<file path="src/rtl/addsub_pkg.sv">
// Shared types and constants for the digit-serial adder/subtractor.
package addsub_pkg;

    // Controller states: waiting for operands, stepping digits, holding the result.
    typedef enum logic [1:0] {
        IDLE = 2'd0,
        CALC = 2'd1,
        DONE = 2'd2
    } state_e;

    // Largest representable signed value of a w-bit word, zero-extended to 64 bits.
    function automatic logic [63:0] max_pos(input int w);
        return (64'd1 << (w - 1)) - 64'd1;
    endfunction

    // Most negative signed value of a w-bit word (only the sign bit set), zero-extended.
    function automatic logic [63:0] min_neg(input int w);
        return 64'd1 << (w - 1);
    endfunction

endpackage

</file>
<file path="src/rtl/addsub_digit.sv">
// DIGIT-bit ripple-carry adder slice built from single-bit full adders.

module full_adder (
    input  logic a,
    input  logic b,
    input  logic ci,
    output logic s,
    output logic co
);
    assign s  = a ^ b ^ ci;
    assign co = (a & b) | (a & ci) | (b & ci);
endmodule

module addsub_digit #(
    parameter int DIGIT = 4
) (
    input  logic [DIGIT-1:0] x,
    input  logic [DIGIT-1:0] y,
    input  logic             cin,
    output logic [DIGIT-1:0] s,
    output logic             cout
);
    logic [DIGIT:0] c_s;

    assign c_s[0] = cin;

    for (genvar i = 0; i < DIGIT; i++) begin : g_bit
        full_adder u_fa (
            .a  (x[i]),
            .b  (y[i]),
            .ci (c_s[i]),
            .s  (s[i]),
            .co (c_s[i+1])
        );
    end

    assign cout = c_s[DIGIT];
endmodule

</file>
<file path="src/rtl/addsub_serial.sv">
// Digit-serial two's-complement adder/subtractor with signed overflow
// detection, optional saturation and valid/ready handshakes on both sides.
// One DIGIT-wide adder slice is reused for WIDTH/DIGIT cycles per operation.
module addsub_serial
    import addsub_pkg::*;
#(
    parameter int WIDTH = 16,
    parameter int DIGIT = 4
) (
    input  logic             clk,
    input  logic             rst_n,
    input  logic             in_valid,
    output logic             in_ready,
    input  logic [WIDTH-1:0] a,
    input  logic [WIDTH-1:0] b,
    input  logic             sub,
    input  logic             sat,
    output logic             out_valid,
    input  logic             out_ready,
    output logic [WIDTH-1:0] result,
    output logic             ovf,
    output logic             carry
);
    localparam int                N          = WIDTH / DIGIT;
    localparam int                IDX_W      = (N > 1) ? $clog2(N) : 1;
    localparam logic [IDX_W-1:0]  IDX_LAST   = IDX_W'(N - 1);
    localparam logic [63:0]       SAT_POS_64 = max_pos(WIDTH);
    localparam logic [63:0]       SAT_NEG_64 = min_neg(WIDTH);
    localparam logic [WIDTH-1:0]  SAT_POS    = SAT_POS_64[WIDTH-1:0];
    localparam logic [WIDTH-1:0]  SAT_NEG    = SAT_NEG_64[WIDTH-1:0];
    localparam logic [WIDTH-1:0]  DIGIT_MASK = WIDTH'({DIGIT{1'b1}});

    // Elaboration-time parameter legality.
    if (WIDTH < 2) begin : g_bad_width
        $error("addsub_serial: WIDTH must be at least 2");
    end
    if (WIDTH > 64) begin : g_wide_width
        $error("addsub_serial: WIDTH above 64 exceeds the saturation constant range");
    end
    if ((WIDTH % DIGIT) != 0) begin : g_bad_digit
        $error("addsub_serial: WIDTH must be a multiple of DIGIT");
    end

    state_e             state_q;
    logic [WIDTH-1:0]   a_q;
    logic [WIDTH-1:0]   b_q;        // already inverted for subtraction
    logic               sat_q;
    logic               cy_q;       // running carry between digits
    logic [IDX_W-1:0]   idx_q;
    logic [WIDTH-1:0]   result_q;
    logic               ovf_q;
    logic               carry_q;
    logic               out_valid_q;

    logic [31:0]        shamt_s;
    logic [DIGIT-1:0]   a_dig_s;
    logic [DIGIT-1:0]   b_dig_s;
    logic [DIGIT-1:0]   sum_s;
    logic               cout_s;
    logic [WIDTH-1:0]   raw_s;
    logic [WIDTH-1:0]   final_s;
    logic               ovf_s;

    // Select the current digit of both operands and merge the fresh sum digit into the result word.
    always_comb begin
        shamt_s = 32'(idx_q) * 32'(DIGIT);
        a_dig_s = DIGIT'(a_q >> shamt_s);
        b_dig_s = DIGIT'(b_q >> shamt_s);
        raw_s   = (result_q & ~(DIGIT_MASK << shamt_s)) | (WIDTH'(sum_s) << shamt_s);
    end

    addsub_digit #(
        .DIGIT (DIGIT)
    ) u_digit (
        .x    (a_dig_s),
        .y    (b_dig_s),
        .cin  (cy_q),
        .s    (sum_s),
        .cout (cout_s)
    );

    // Signed overflow from operand/result sign bits, and clamping when saturation is enabled.
    always_comb begin
        ovf_s = (a_q[WIDTH-1] == b_q[WIDTH-1]) && (raw_s[WIDTH-1] != a_q[WIDTH-1]);
        if (sat_q && ovf_s) begin
            final_s = a_q[WIDTH-1] ? SAT_NEG : SAT_POS;
        end else begin
            final_s = raw_s;
        end
    end

    // Controller: accept operands, step one digit per cycle, then hold the result until taken.
    always_ff @(posedge clk or negedge rst_n) begin
        if (!rst_n) begin
            state_q     <= IDLE;
            a_q         <= '0;
            b_q         <= '0;
            sat_q       <= 1'b0;
            cy_q        <= 1'b0;
            idx_q       <= '0;
            result_q    <= '0;
            ovf_q       <= 1'b0;
            carry_q     <= 1'b0;
            out_valid_q <= 1'b0;
        end else begin
            case (state_q)
                IDLE: begin
                    if (in_valid) begin
                        a_q      <= a;
                        b_q      <= sub ? ~b : b;
                        sat_q    <= sat;
                        cy_q     <= sub;   // +1 completes the two's-complement negation
                        idx_q    <= '0;
                        result_q <= '0;
                        ovf_q    <= 1'b0;
                        carry_q  <= 1'b0;
                        state_q  <= CALC;
                    end else begin
                        state_q  <= IDLE;
                    end
                end
                CALC: begin
                    cy_q <= cout_s;
                    if (idx_q == IDX_LAST) begin
                        result_q    <= final_s;
                        ovf_q       <= ovf_s;
                        carry_q     <= cout_s;
                        idx_q       <= '0;
                        out_valid_q <= 1'b1;
                        state_q     <= DONE;
                    end else begin
                        result_q    <= raw_s;
                        idx_q       <= idx_q + IDX_W'(1);
                    end
                end
                DONE: begin
                    if (out_ready) begin
                        out_valid_q <= 1'b0;
                        state_q     <= IDLE;
                    end else begin
                        out_valid_q <= 1'b1;
                    end
                end
                default: begin
                    out_valid_q <= 1'b0;
                    idx_q       <= '0;
                    state_q     <= IDLE;
                end
            endcase
        end
    end

    assign in_ready  = (state_q == IDLE);
    assign out_valid = out_valid_q;
    assign result    = result_q;
    assign ovf       = ovf_q;
    assign carry     = carry_q;

endmodule

</file>
<file path="config.mk">
export PLATFORM = sky130hd
export DESIGN_NAME = addsub_serial
export DESIGN_NICKNAME = d
export VERILOG_FILES = /design/src/rtl/addsub_pkg.sv /design/src/rtl/addsub_digit.sv /design/src/rtl/addsub_serial.sv
export SDC_FILE = /design/constraint.sdc
export NUM_CORES = 1
export LEC_CHECK = 0
export ABC_AREA = 1
export ABC_CLOCK_PERIOD_IN_PS = 5000
export CAP_MARGIN = 0
export CORE_MARGIN = 5
export CORE_UTILIZATION = 52
export DETAILED_ROUTE_END_ITERATION = 16
export HOLD_SLACK_MARGIN = 0.12
export PLACE_DENSITY = 0.81
export SYNTH_ARGS = -nofsm -noshare
export SYNTH_HDL_FRONTEND = slang
export SYNTH_HIERARCHICAL = 1
export SYNTH_SLANG_ARGS = --single-unit
</file>
<file path="constraint.sdc">
create_clock -name clk -period 5 [get_ports clk]
set_input_delay 0.5 -clock clk [delete_from_list [all_inputs] [get_ports clk]]
set_output_delay 0.5 -clock clk [all_outputs]
set_load 0.02 [all_outputs]
</file>
==> impl_metrics.csv <==
group,metric,value,unit
yosys,synthesis.area,0.00308,sq mm
detailed_routing,firstDrtPassIters,4,
sta,worst_slack,1.28,ns
cts,cts_setup_buffers,0,
min_path,min_path_type,"input port to asynchronous set/reset pin",
pwr,ir_worst_vdd,0.000327,V
detailed_routing,route.met2.wl,3300,um
pwr,p_sw,1070,uW
pwr,p_leak,0.00189,uW
finish,final_area,0.00389,sq mm
die,start_util,0.526,
place,port_buffers,57,
cts,clk_pin_slew,0.07,ns
worst_setup_path,max_stage_delay,0.56,ns
finish,area_growth,26.5,%
cts,cts_buffer_depth,2,
detailed_routing,drtIter0Drc,130,
yosys,yosysUniqueCellTypes,25,
yosys,ys_warn_count,6,
sta,fin_setup_tns,0,ns
global_routing,overflow,0,
detailed_routing,highest_layer,"met4",
die,core,0.00585,sq mm
sta,setup_viol,0,
worst_setup_path,required,5.27,ns
pwr,switching_share,0.428,
worst_setup_path,rrSetupSlack,1.28,ns
worst_setup_path,crit_top_cell,"fa_1",
yosys,synth-edff-count,0,
yosys,syn-num-nets,443,
detailed_routing,routed_wl,6780,um
worst_setup_path,path_cells,"inv_1 -> o21ai_0 -> o22ai_1 -> fa_1 -> fa_1 -> fa_1 -> fa_1 -> nand3_2 -> nand2_2 -> nand3_1 -> nand2_1 -> nand2_1 -> nand2_1",
global_routing,antenna_found_initial,0,
yosys,synthArstFlopShare,1.00,
cts,postCtsResizedCells,0,
worst_setup_path,crit_slowest_cell,"fa_1",
yosys,ys.flop_type,"dfrtp_1",
sta,max_clock_freq,269,MHz
yosys,synth_cells,394,
sta,post-route-period-util,0.745,
die,io_pins,58,
sta,fin_skew,0.00856,ns
detailed_routing,avgRoutedWirePerCell,12.8,um
cts,cts_made_buffers,9,
place,dp.cells,513,
cts,cts-htree-levels,3,
worst_setup_path,arrival,4.00,ns
detailed_routing,met3_length,422,um
finish,instances_no_fill,529,
cts,cts_num_sinks,57,
global_routing,grt_pass1_wl,11600,um
sta,rsz0062_at_grt,"no",
sta,worstMarginPinSlew,0.888,ns
worst_setup_path,critPathCaptureType,"flip-flop",
yosys,ys_seq_area_frac,0.463,
place,dp_hpwl,4950,um
worst_setup_path,path_class,"flip-flop to flip-flop",
sta,max_slew_margin,0.406,
cts,postCtsHoldBufs,0,
worst_setup_path,r2r-end,"result[13]$_DFFE_PN0P_",
detailed_routing,vias,2698,
sta,hold_violations,0,
global_routing,grt_max_degree,58,
place,place_congestion,0.869,
finish,antennaDiodeCount,0,
flow_run,drv_cap,0,
yosys,ys_ff_latch,57,
place,dp_slack,1.32,ns
sta,period_minus_slack,3.72,ns
die,die_h,86.9,um
detailed_routing,avgViaCountPerCell,5.10,
yosys,syn_avg_cell_area,7.81,sq um
global_routing,grt.total_usage,0.197,
die,die_w,86.9,um
detailed_routing,drc,0,
worst_setup_path,worstPathMaxFanout,18,
sta,slew_viol_final,0,
die,fp-row-count,28,
pwr,combPwrFrac,0.511,
detailed_routing,detail-route-antenna-nets,0,
outcome,status,"complete, no violations",
place,dpl-instance-area,0.00368,sq mm
worst_setup_path,reg2reg_depth,13,
finish,nets,498,
pwr,p_int,1430,uW
worst_setup_path,cp-start-kind,"flip-flop",
cts,cts_root_buf,"clkbuf_8",
worst_setup_path,crit_buf_inv,1,
detailed_routing,wl_met1,2980,um
die,dieArea,0.00756,sq mm
pwr,power.density,642,mW/mm^2
worst_setup_path,crit_family,"adder cells",
cts,tritoncts,"done",
global_routing,grt_pass1_vias,2521,
pwr,pwr-share-clk,0.185,
cts,clk_latency,0.33,ns
worst_setup_path,r2r-start,"idx_q[0]$_DFFE_PN0P_",
finish,drive_gt1_frac,0.0661,
pwr,power_frac_seq,0.303,
[flip-flops by register name (all words and copies together), names as in the netlist]
name	cells
ovf	1
b_q	16
cy_q	1
a_q	16
result	16
out_valid	1
idx_q	2
state_q	2
sat_q	1
carry	1
[logic make-up (layout without fill, tap and decap cells)]
kind of cell             Yosys count  in the layout  synth area share
buffers and inverters             44            104            0.0630
XOR/XNOR                          16             16            0.0455
adder cells (fa/ha/maj)           11             11            0.0545
AO/OA/AOI/OAI                     71             71             0.127
flip-flops                        57             57             0.463
AND/OR/NAND/NOR                  195            195             0.247
[worst register-to-register path: stages (launching register included)]
cell,delay [ns]
dfrtp_1,0.34
inv_1,0.24
o21ai_0,0.25
o22ai_1,0.12
fa_1,0.44
fa_1,0.39
fa_1,0.39
fa_1,0.56
nand3_2,0.10
nand2_2,0.09
nand3_1,0.38
nand2_1,0.19
nand2_1,0.07
nand2_1,0.09
[metal layers]
layer | vias up | GRT usage
met5 | - | 0
met4 | 0 | 0.0652
met3 | 8 | 0.0492
met2 | 82 | 0.318
met1 | 1245 | 0.259
li1 | 1363 | -
[stage by stage]
| step | hold slack, ns | total power [uW] | util |
|---|---|---|---|
| 2_1_floorplan | 0.204 | 1670 | - |
| 3_3_place_gp | 0.464 | 1990 | 0.629 |
| 3_5_place_dp | 0.464 | 2030 | 0.629 |
| 4_1_cts | 0.315 | 2510 | 0.666 |
| 5_1_grt | 0.361 | 2740 | 0.666 |
| 6_report | 0.293 | 2500 | 0.666 |
[worst max-delay path by stage]
| stage | slack, ns | cells after the start | endpoint | from |
|---|---|---|---|---|
| 5_1_grt | 0.97 | 13 | result[11]$_DFFE_PN0P_ | idx_q[0]$_DFFE_PN0P_ |
| 3_5_place_dp | 1.32 | 13 | result[14]$_DFFE_PN0P_ | idx_q[0]$_DFFE_PN0P_ |
| 6_report | 1.28 | 13 | result[13]$_DFFE_PN0P_ | idx_q[0]$_DFFE_PN0P_ |
| 3_3_place_gp | 1.38 | 13 | result[4]$_DFFE_PN0P_ | idx_q[0]$_DFFE_PN0P_ |
| 4_1_cts | 1.30 | 13 | result[13]$_DFFE_PN0P_ | idx_q[0]$_DFFE_PN0P_ |
| 2_1_floorplan | 1.46 | 19 | result[5]$_DFFE_PN0P_ | idx_q[1]$_DFFE_PN0P_ |
[cells in the mapped netlist (2+ instances only)]
| master | instances | area [sq um] |
|---|---|---|
| inv_2 | 3 | 11.3 |
| fa_1 | 4 | 80.1 |
| nand2_2 | 2 | 12.5 |
| inv_1 | 20 | 75.1 |
| o21ai_0 | 45 | 225 |
| clkinv_1 | 2 | 7.51 |
| ha_1 | 7 | 87.6 |
| nand2_1 | 167 | 627 |
| clkbuf_1 | 7 | 26.3 |
| o22ai_1 | 19 | 119 |
| a21oi_1 | 3 | 15.0 |
| dfrtp_1 | 57 | 1430 |
| xnor2_1 | 16 | 140 |
| buf_2 | 8 | 40.0 |
| buf_4 | 3 | 22.5 |
| nor2_1 | 18 | 67.6 |
| nand3_1 | 5 | 25.0 |
[area by class of cell]
cell class | count | area, sq um
Tap cell | 75 | 93.8
Multi-Input combinational cell | 293 | 1460
Timing Repair Buffer | 63 | 611
Clock buffer | 11 | 131
Fill cell | 491 | 1960
Sequential cell | 57 | 1430
Inverter | 25 | 93.8
Clock inverter | 5 | 80.1
[power by group through the flow]
stage	combinational, uW	clock, uW	sequential [uW]
after floorplan	893	0	774
after global placement	1230	0	762
after detailed placement	1270	0	763
after CTS	1280	472	759
after global routing	1460	496	779
final	1280	464	758
[layout by cell type, fill, tap and decap left out, types with 2 or more instances in the layout]
cell               n
a21oi_1            3
buf_4              6
bufinv_16          2
clkbuf_1           2
clkbuf_8           9
clkdlybuf4s50_1   56
clkinv_1           2
clkinvlp_4         2
dfrtp_1           57
fa_1               4
ha_1               7
inv_1             20
inv_2              3
nand2_1          167
nand2_2            2
nand3_1            5
nor2_1            18
o21ai_0           45
o22ai_1           19
xnor2_1           16
Power figures use the tool's default switching activity.
